--- src/rtl/fpu_dot_sequencer.sv ---
// fpu_dot_sequencer: walks preloaded A/B buffers through a stb/ack MAC datapath to form a dot product
module fpu_dot_sequencer #(
  parameter int DEPTH  = 8,
  parameter int ADDR_W = 3
) (
  input  logic              clk_i,
  input  logic              rst_ni,
  input  logic              wr_en_i,
  input  logic              wr_sel_i,
  input  logic [ADDR_W-1:0] wr_addr_i,
  input  logic [31:0]       wr_data_i,
  input  logic              start_i,
  input  logic [ADDR_W:0]   length_i,
  input  logic              abort_i,
  output logic              busy_o,
  output logic              done_o,
  output logic              err_o,
  output logic [31:0]       result_o,
  output logic              mac_clear_o,
  output logic [31:0]       mac_a_o,
  output logic [31:0]       mac_b_o,
  output logic              mac_a_stb_o,
  output logic              mac_b_stb_o,
  input  logic              mac_a_ack_i,
  input  logic              mac_b_ack_i,
  input  logic [31:0]       mac_z_i,
  input  logic              mac_z_stb_i,
  output logic              mac_z_ack_o
);
  localparam logic [ADDR_W:0] MAX_LEN = (ADDR_W+1)'(DEPTH);
  typedef enum logic [2:0] {IDLE, CLEAR, ISSUE, WAIT_ACK, WAIT_Z, DONE} state_e;
  state_e            state_q;
  logic [ADDR_W-1:0] idx_q;
  logic [ADDR_W:0]   len_q;
  logic              busy_q, done_q, err_q, clear_q, a_stb_q, b_stb_q, z_ack_q;
  logic [31:0]       result_q, mac_a_q, mac_b_q;
  logic [31:0]       buf_a_q [DEPTH];
  logic [31:0]       buf_b_q [DEPTH];
  assign busy_o      = busy_q;
  assign done_o      = done_q;
  assign err_o       = err_q;
  assign result_o    = result_q;
  assign mac_clear_o = clear_q;
  assign mac_a_o     = mac_a_q;
  assign mac_b_o     = mac_b_q;
  assign mac_a_stb_o = a_stb_q;
  assign mac_b_stb_o = b_stb_q;
  assign mac_z_ack_o = z_ack_q;
  // operand buffers: writable only while idle so a running product sees frozen data
  always_ff @(posedge clk_i) begin
    if (wr_en_i && !busy_q) begin
      if (wr_sel_i) buf_b_q[wr_addr_i] <= wr_data_i;
      else buf_a_q[wr_addr_i] <= wr_data_i;
    end
  end
  // sequencer: clear accumulator, then one issue/ack/sum round per element; abort returns to idle
  always_ff @(posedge clk_i or negedge rst_ni) begin
    if (!rst_ni) begin
      state_q  <= IDLE;
      idx_q    <= '0;
      len_q    <= '0;
      busy_q   <= 1'b0;
      done_q   <= 1'b0;
      err_q    <= 1'b0;
      clear_q  <= 1'b0;
      a_stb_q  <= 1'b0;
      b_stb_q  <= 1'b0;
      z_ack_q  <= 1'b0;
      result_q <= '0;
      mac_a_q  <= '0;
      mac_b_q  <= '0;
    end else begin
      done_q  <= 1'b0;
      err_q   <= 1'b0;
      clear_q <= 1'b0;
      if (abort_i && state_q != IDLE) begin
        state_q <= IDLE;
        busy_q  <= 1'b0;
        clear_q <= 1'b1;
        a_stb_q <= 1'b0;
        b_stb_q <= 1'b0;
        z_ack_q <= 1'b0;
      end else begin
        case (state_q)
          IDLE: if (start_i) begin
            if (length_i == '0) begin
              result_q <= '0;
              done_q   <= 1'b1;
            end else if (length_i > MAX_LEN) begin
              err_q <= 1'b1;
            end else begin
              len_q   <= length_i;
              state_q <= CLEAR;
              busy_q  <= 1'b1;
              clear_q <= 1'b1;
            end
          end
          CLEAR: begin
            idx_q   <= '0;
            state_q <= ISSUE;
          end
          ISSUE: begin
            mac_a_q <= buf_a_q[idx_q];
            mac_b_q <= buf_b_q[idx_q];
            a_stb_q <= 1'b1;
            b_stb_q <= 1'b1;
            state_q <= WAIT_ACK;
          end
          WAIT_ACK: begin
            a_stb_q <= a_stb_q & ~mac_a_ack_i;
            b_stb_q <= b_stb_q & ~mac_b_ack_i;
            if ((!a_stb_q || mac_a_ack_i) && (!b_stb_q || mac_b_ack_i)) begin
              state_q <= WAIT_Z;
              z_ack_q <= 1'b1;
            end
          end
          WAIT_Z: if (mac_z_stb_i) begin
            result_q <= mac_z_i;
            z_ack_q  <= 1'b0;
            if ({1'b0, idx_q} == len_q - 1'b1) begin
              state_q <= DONE;
              done_q  <= 1'b1;
            end else begin
              idx_q   <= idx_q + 1'b1;
              state_q <= ISSUE;
            end
          end
          default: begin
            state_q <= IDLE;
            busy_q  <= 1'b0;
          end
        endcase
      end
    end
  end
endmodule

--- config.mk ---
export PLATFORM = sky130hd
export DESIGN_NAME = fpu_dot_sequencer
export DESIGN_NICKNAME = d
export VERILOG_FILES = /design/src/rtl/fpu_dot_sequencer.sv
export SDC_FILE = /design/constraint.sdc
export NUM_CORES = 1
export LEC_CHECK = 0
export BUFFER_PORTS_ARGS = -buffer_cell sky130_fd_sc_hd__buf_2
export CAP_MARGIN = 25
export CORE_ASPECT_RATIO = 1.5
export CORE_MARGIN = 1
export CORE_UTILIZATION = 64
export DETAILED_ROUTE_END_ITERATION = 12
export PLACE_DENSITY = 0.84
export SKIP_LAST_GASP = 1
export SLEW_MARGIN = 20
export SYNTH_ARGS = -nofsm -noshare
export SYNTH_HDL_FRONTEND = slang
export SYNTH_SLANG_ARGS = --single-unit
--- constraint.sdc ---
create_clock -name clk_i -period 12 [get_ports clk_i]
set_input_delay 0.6 -clock clk_i [delete_from_list [all_inputs] [get_ports clk_i]]
set_output_delay 0.6 -clock clk_i [all_outputs]
set_load 0.005 [all_outputs]
# Yosys cells after proc, flatten, opt, wreduce, memory -nomap -nowiden
# Memory sizes are Yosys's and may differ from the RTL's. A register that Yosys moved wholly into a read port is not among the register bits.
# Cells that the tools add are included.
[totals]
regBits = 49
ram_bits = 512
output_inout_bits = 103
elab_cells = 113
n_memories = 2
[op_classes]
addsub = 2
order_cmp = 1
eq_ne = 15
n_mux = 50
bitwise_logic = 7
n_reduce_logical = 25
[memory_table]
columns = ["memory", "words", "word_bits", "read_ports", "rd_clocked_by_memory_dff", "wr", "line", "rtl"]
rows = [
  ["buf_a_q", 8, 32, 1, 1, 1, "37", "logic [31:0] buf_a_q [DEPTH];"],
  ["buf_b_q", 8, 32, 1, 1, 1, "38", "logic [31:0] buf_b_q [DEPTH];"],
]
[op_table]
columns = ["operator", "count"]
rows = [
  ["$mux W32", 3],
  ["$pmux W32 S2", 1],
  ["$mux W1", 30],
  ["$mux W3", 9],
  ["$ne A3 B3 Y1 const B", 5],
  ["$pmux W3 S5", 1],
  ["$reduce_and A5 Y1", 3],
  ["$pmux W1 S2", 5],
  ["$reduce_bool A3 Y1", 3],
  ["$ne A2 B2 Y1 const B", 4],
  ["$reduce_and A4 Y1", 2],
  ["$eq A3 B2 Y1 const B", 2],
  ["$pmux W3 S2", 1],
  ["$logic_not A1 Y1", 5],
  ["$not A1 Y1", 5],
  ["$eq A3 B4 Y1", 1],
  ["$gt A4 B4 Y1 const B", 1],
  ["$logic_not A4 Y1", 1],
  ["$reduce_bool A2 Y1", 2],
  ["$reduce_or A4 Y1", 1],
  ["$sub A4 B1 Y4 const B", 1],
  ["$add A3 B1 Y3 const B", 1],
  ["$eq A3 B1 Y1 const B", 1],
  ["$eq A3 B3 Y1 const B", 1],
  ["other kinds (7)", 11],
]

# Depth between registers and ports, before layout
[logic_depth]
depth_word = 6
ltp_mapped = 8

# Worst setup path after synthesis
# No wires, ideal clock.
[synth_timing]
path_type = "in2reg"
from = "input wr_addr_i[1]"
to = "memory buf_a_q[0][0], enable pin"
t_arrival_ps = 3929
t_required_ps = 11498
path_slack_ps = 7569
stages = 2
n_path_buf = 1
path_cell_list = "clkbuf_1 > nor4_1"
[synth_lines]
columns = ["element", "line", "rtl"]
rows = [
  ["start, declared", "10", "input logic [ADDR_W-1:0] wr_addr_i,"],
  ["end, declared", "37", ""],
]
# No word-level cell before the write port.

# Worst setup path after layout
[layout_timing]
from = "register idx_q[1]"
to = "register state_q[0]"
[layout_via]
elab_chain_cells = 5
[layout_lines]
columns = ["element", "line", "rtl"]
rows = [
  ["start, declared", "33", "logic [ADDR_W-1:0] idx_q;"],
  ["start signal, assigned", "124", "idx_q <= idx_q + 1'b1;"],
  ["$eq A3 B4 Y1", "120", "if ({1'b0, idx_q} == len_q - 1'b1) begin"],
  ["$mux W3", "120", ""],
  ["$mux W3", "117", "WAIT_Z: if (mac_z_stb_i) begin"],
  ["$pmux W3 S5", "84", "case (state_q)"],
  ["$mux W3", "76", "if (abort_i && state_q != IDLE) begin"],
  ["end signal, assigned", "77", "state_q <= IDLE;"],
  ["end signal, assigned", "121", "state_q <= DONE;"],
  ["end signal, assigned", "125", "state_q <= ISSUE;"],
  ["end, declared", "32", "state_e state_q;"],
]
# No other way between the ends. The select of a mux whose other input is x is not followed.
# A chain may end at the register's enable or synchronous reset.

==> results by group <==
Outcome
  • Status: finished clean

CTS
  • Reg clk slew, reported paths: 70 ps
  • CTS sink cnt: 625
  • Bufs on Longest Clock Path: 3
  • Htree depth: 2
  • Root Buffer: clkbuf_16
  • Post_cts resized: 0
  • Post-CTS Setup Bufs: 0
  • TritonCTS clock tree: yes
  • CTS buffer count: 54
  • Clock latency on the worst-skew pair: 600 ps
  • Post-CTS Hold Buffers: 0

Placed design
  • IO buf count: 182
  • Pre-CTS setup slack: 8900 ps
  • GP Congestion: 0.801
  • Detailed placement HPWL: 27,100 um

Detailed routing
  • Vias per cell: 6.35
  • ANT nets after route: 0
  • # DRC: 0
  • Wire per inst: 26.6 um
  • Total wire length: 52,100 um
  • Drt pass-1 iters: 5
  • Via Count: 12,418
  • Detailed router's first-iteration violation count: 1,560

Power and ir drop
  • Pwr Total: 5.16 mW
  • Peak VDD IR: 0.000125 V
  • Comb pwr share: 15.4%
  • Power share of the clock group: 33.1%
  • Pint: 3.85 mW
  • Seq pwr share: 51.5%
  • Leak Pwr: 9.04 nW
  • NetSw: 1.31 mW
  • Sw Share: 25.4%
  • PD cells: 191 mW/mm^2

Finish
  • Fin nets: 1,509
  • P&R area growth vs syn: 13.2%
  • Layout Utilization: 73.5%
  • Share of post-route cells with drive strength above 1: 30.7%
  • Filler Cells Inserted: 2,024

GRT
  • Largest net degree at the start of global routing: 73
  • Total global-route track usage: 27.9%
  • GRT overflow: 0
  • Antenna violations before repair: 1
  • Vias in the first global route: 12,665
  • First-pass GRT wire length: 77,500 um

Floorplan
  • Site Rows: 86
  • Die height: 239 um
  • Core box area: 0.0368 mm^2
  • Initial Util: 64.9%
  • Die area: 0.0381 mm^2
  • Chip Width: 160 um
  • Num ports: 183

Yosys
  • Yosys top cell area share: 64.3%
  • Main synth FF type: edfxtp_1
  • Synth area leader: edfxtp_1
  • Avg Inst Size Synth: 19.5 um^2
  • Mapped Area: 0.0239 mm^2
  • Post-synthesis sequential area ratio: 76.2%
  • Unique masters post-synth: 49
  • Async S/R FF share, synth: 18.1%
  • Cell count after synthesis: 1,227
  • Flops & latches, synth: 625
  • EDFF count, synth: 512
  • Ys Warns: 0
  • Top cells by area, synth: edfxtp_1, mux4_2, dfrtp_1
  • Post-Syn Nets: 1,309

Worst setup path
  • Worst Path Class, Setup: flip-flop to flip-flop
  • Reg2Reg Depth: 6
  • Critical Path End Type: flip-flop
  • Reg-to-reg endpoint: state_q[0]
  • CP required: 12,490 ps
  • CP arrival: 3610 ps
  • CP max FO: 69
  • Setup slack, reg-to-reg: 8880 ps
  • Startpoint Class: flip-flop
  • Worst r2r src: idx_q[1]

Timing
  • Final hold vios: 0
  • Worst-Margin Slew: 1050 ps
  • Final Skew: 24.8 ps
  • Fin crit period: 3120 ps
  • Max Fclk: 0.320 GHz
  • Slew Limit Headroom: 29.9%
  • Setup ws final: 8880 ps
  • Period utilization: 26.0%
  • Final setup TNS: 0 ps
  • RSZ-0062 raised after global routing: false
  • Slew Limit Fails: 0
  • Hold Slack: 45.7 ps
  • Final setup vio count: 0

Worst hold path
  • Hold WC Path Type: input pin to async pin

Run
  • Max-cap violations: 0
[kinds of logic (layout without fill, tap and decap cells)]
kind of cell / Yosys count / after routing / synth area share [%]
compound gates: 123 / 123 / 2.82
xor+xnor: 3 / 3 / 0.110
fa+ha+maj: 2 / 2 / 0.105
buf+inv: 76 / 320 / 2.07
flops: 625 / 625 / 76.2
mux: 198 / 198 / 15.0
other cells: 0 / 1 / 0
simple gates: 200 / 200 / 3.71
[sequential cells by signal (all words and copies together) (netlist names)]
name and count:
buf_b_q 256, err_o 1, len_q 4, result_o 32, mac_a_stb_o 1, mac_a_o 32, mac_clear_o 1, mac_z_ack_o 1
mac_b_o 32, buf_a_q 256, state_q 3, idx_q 3, mac_b_stb_o 1, done_o 1, busy_o 1
[cell type report]
| class | instances | area [um^2] | area share (%) |
|---|---|---|---|
| Inverter | 9 | 33.8 | 0.125 |
| Tap cell | 484 | 606 | 2.24 |
| Clock buffer | 70 | 1450 | 5.36 |
| Clock inverter | 30 | 278 | 1.03 |
| Multi-Input combinational cell | 526 | 5310 | 19.6 |
| Antenna cell | 1 | 2.50 | 0.00925 |
| Timing Repair Buffer | 211 | 1160 | 4.28 |
| Sequential cell | 625 | 18200 | 67.3 |
[critical path, stage by stage, from the launching register on]
cell      delay (ps)
dfrtp_4         1000
buf_4            930
xor2_1           200
o211ai_1         160
or2_1            290
o21a_1           190
o31ai_2          180
[per-stage QoR]
stage	std cells	instance area, um^2
after floorplan	1227	23900
after global placement	1853	25300
after detailed placement	1853	25300
after CTS	1953	27000
after global routing	1956	27100
final	1956	27100
[worst max-delay path by stage]
stage | from | to | slack [ps] | cells after the start
finish | idx_q[1] | state_q[0] | 8880 | 6
global route | idx_q[1] | done_o | 8670 | 6
CTS | idx_q[0] | mac_a_o[7] | 8850 | 4
detailed placement | idx_q[1] | state_q[0] | 8900 | 6
global placement | idx_q[1] | state_q[0] | 8940 | 6
floorplan | wr_addr_i[1] | buf_a_q[0][0] | 7570 | 2
[cells in the mapped netlist, types with 2 or more instances]
cell / n
edfxtp_1: 512
mux4_2: 128
dfrtp_1: 113
nand2_1: 76
nor2_1: 76
a21oi_1: 70
mux2i_1: 66
buf_2: 33
o21ai_0: 33
buf_6: 19
nor3_1: 12
inv_1: 8
nand3_1: 8
buf_4: 7
clkbuf_1: 7
nand2b_1: 5
nor2b_1: 5
mux2_2: 4
o31ai_1: 4
nor4_1: 3
o21ai_1: 3
or3_1: 3
and3_1: 2
ha_1: 2
o211ai_1: 2
o21a_1: 2
xor2_1: 2
[cells in the final DEF (no fill, tap or decap), drive strengths merged, types with 2 or more instances in the layout]
cell type,instances
dfrtp,113
mux2,4
nand2b,6
nor4,4
nor2b,5
and3,2
o211ai,2
ha,2
nor2,77
nand3,8
mux2i,66
o21ai,37
o31ai,5
inv,12
clkbuf,70
nand2,76
clkinv,20
clkinvlp,3
nor3,13
mux4,128
buf,211
edfxtp,512
nor3b,2
bufinv,4
o21a,2
or3,3
xor2,2
a21oi,70
[metal layers]
metal	global-route usage, %	part of all wire, %
met3	4.02	7.8
met5	0	0
met1	37.3	37
met4	10.7	3.2
met2	47.2	52
[power groups by stage]
stage               sequential [mW]  clock, mW  combinational, mW
floorplan                      2.65          0              0.551
global placement               2.69          0              0.748
detailed placement             2.70          0              0.774
CTS                            2.66       1.72              0.798
global route                   2.68       1.80              0.862
finish                         2.66       1.71              0.796
Note: power is estimated with default switching activity, not from simulation.
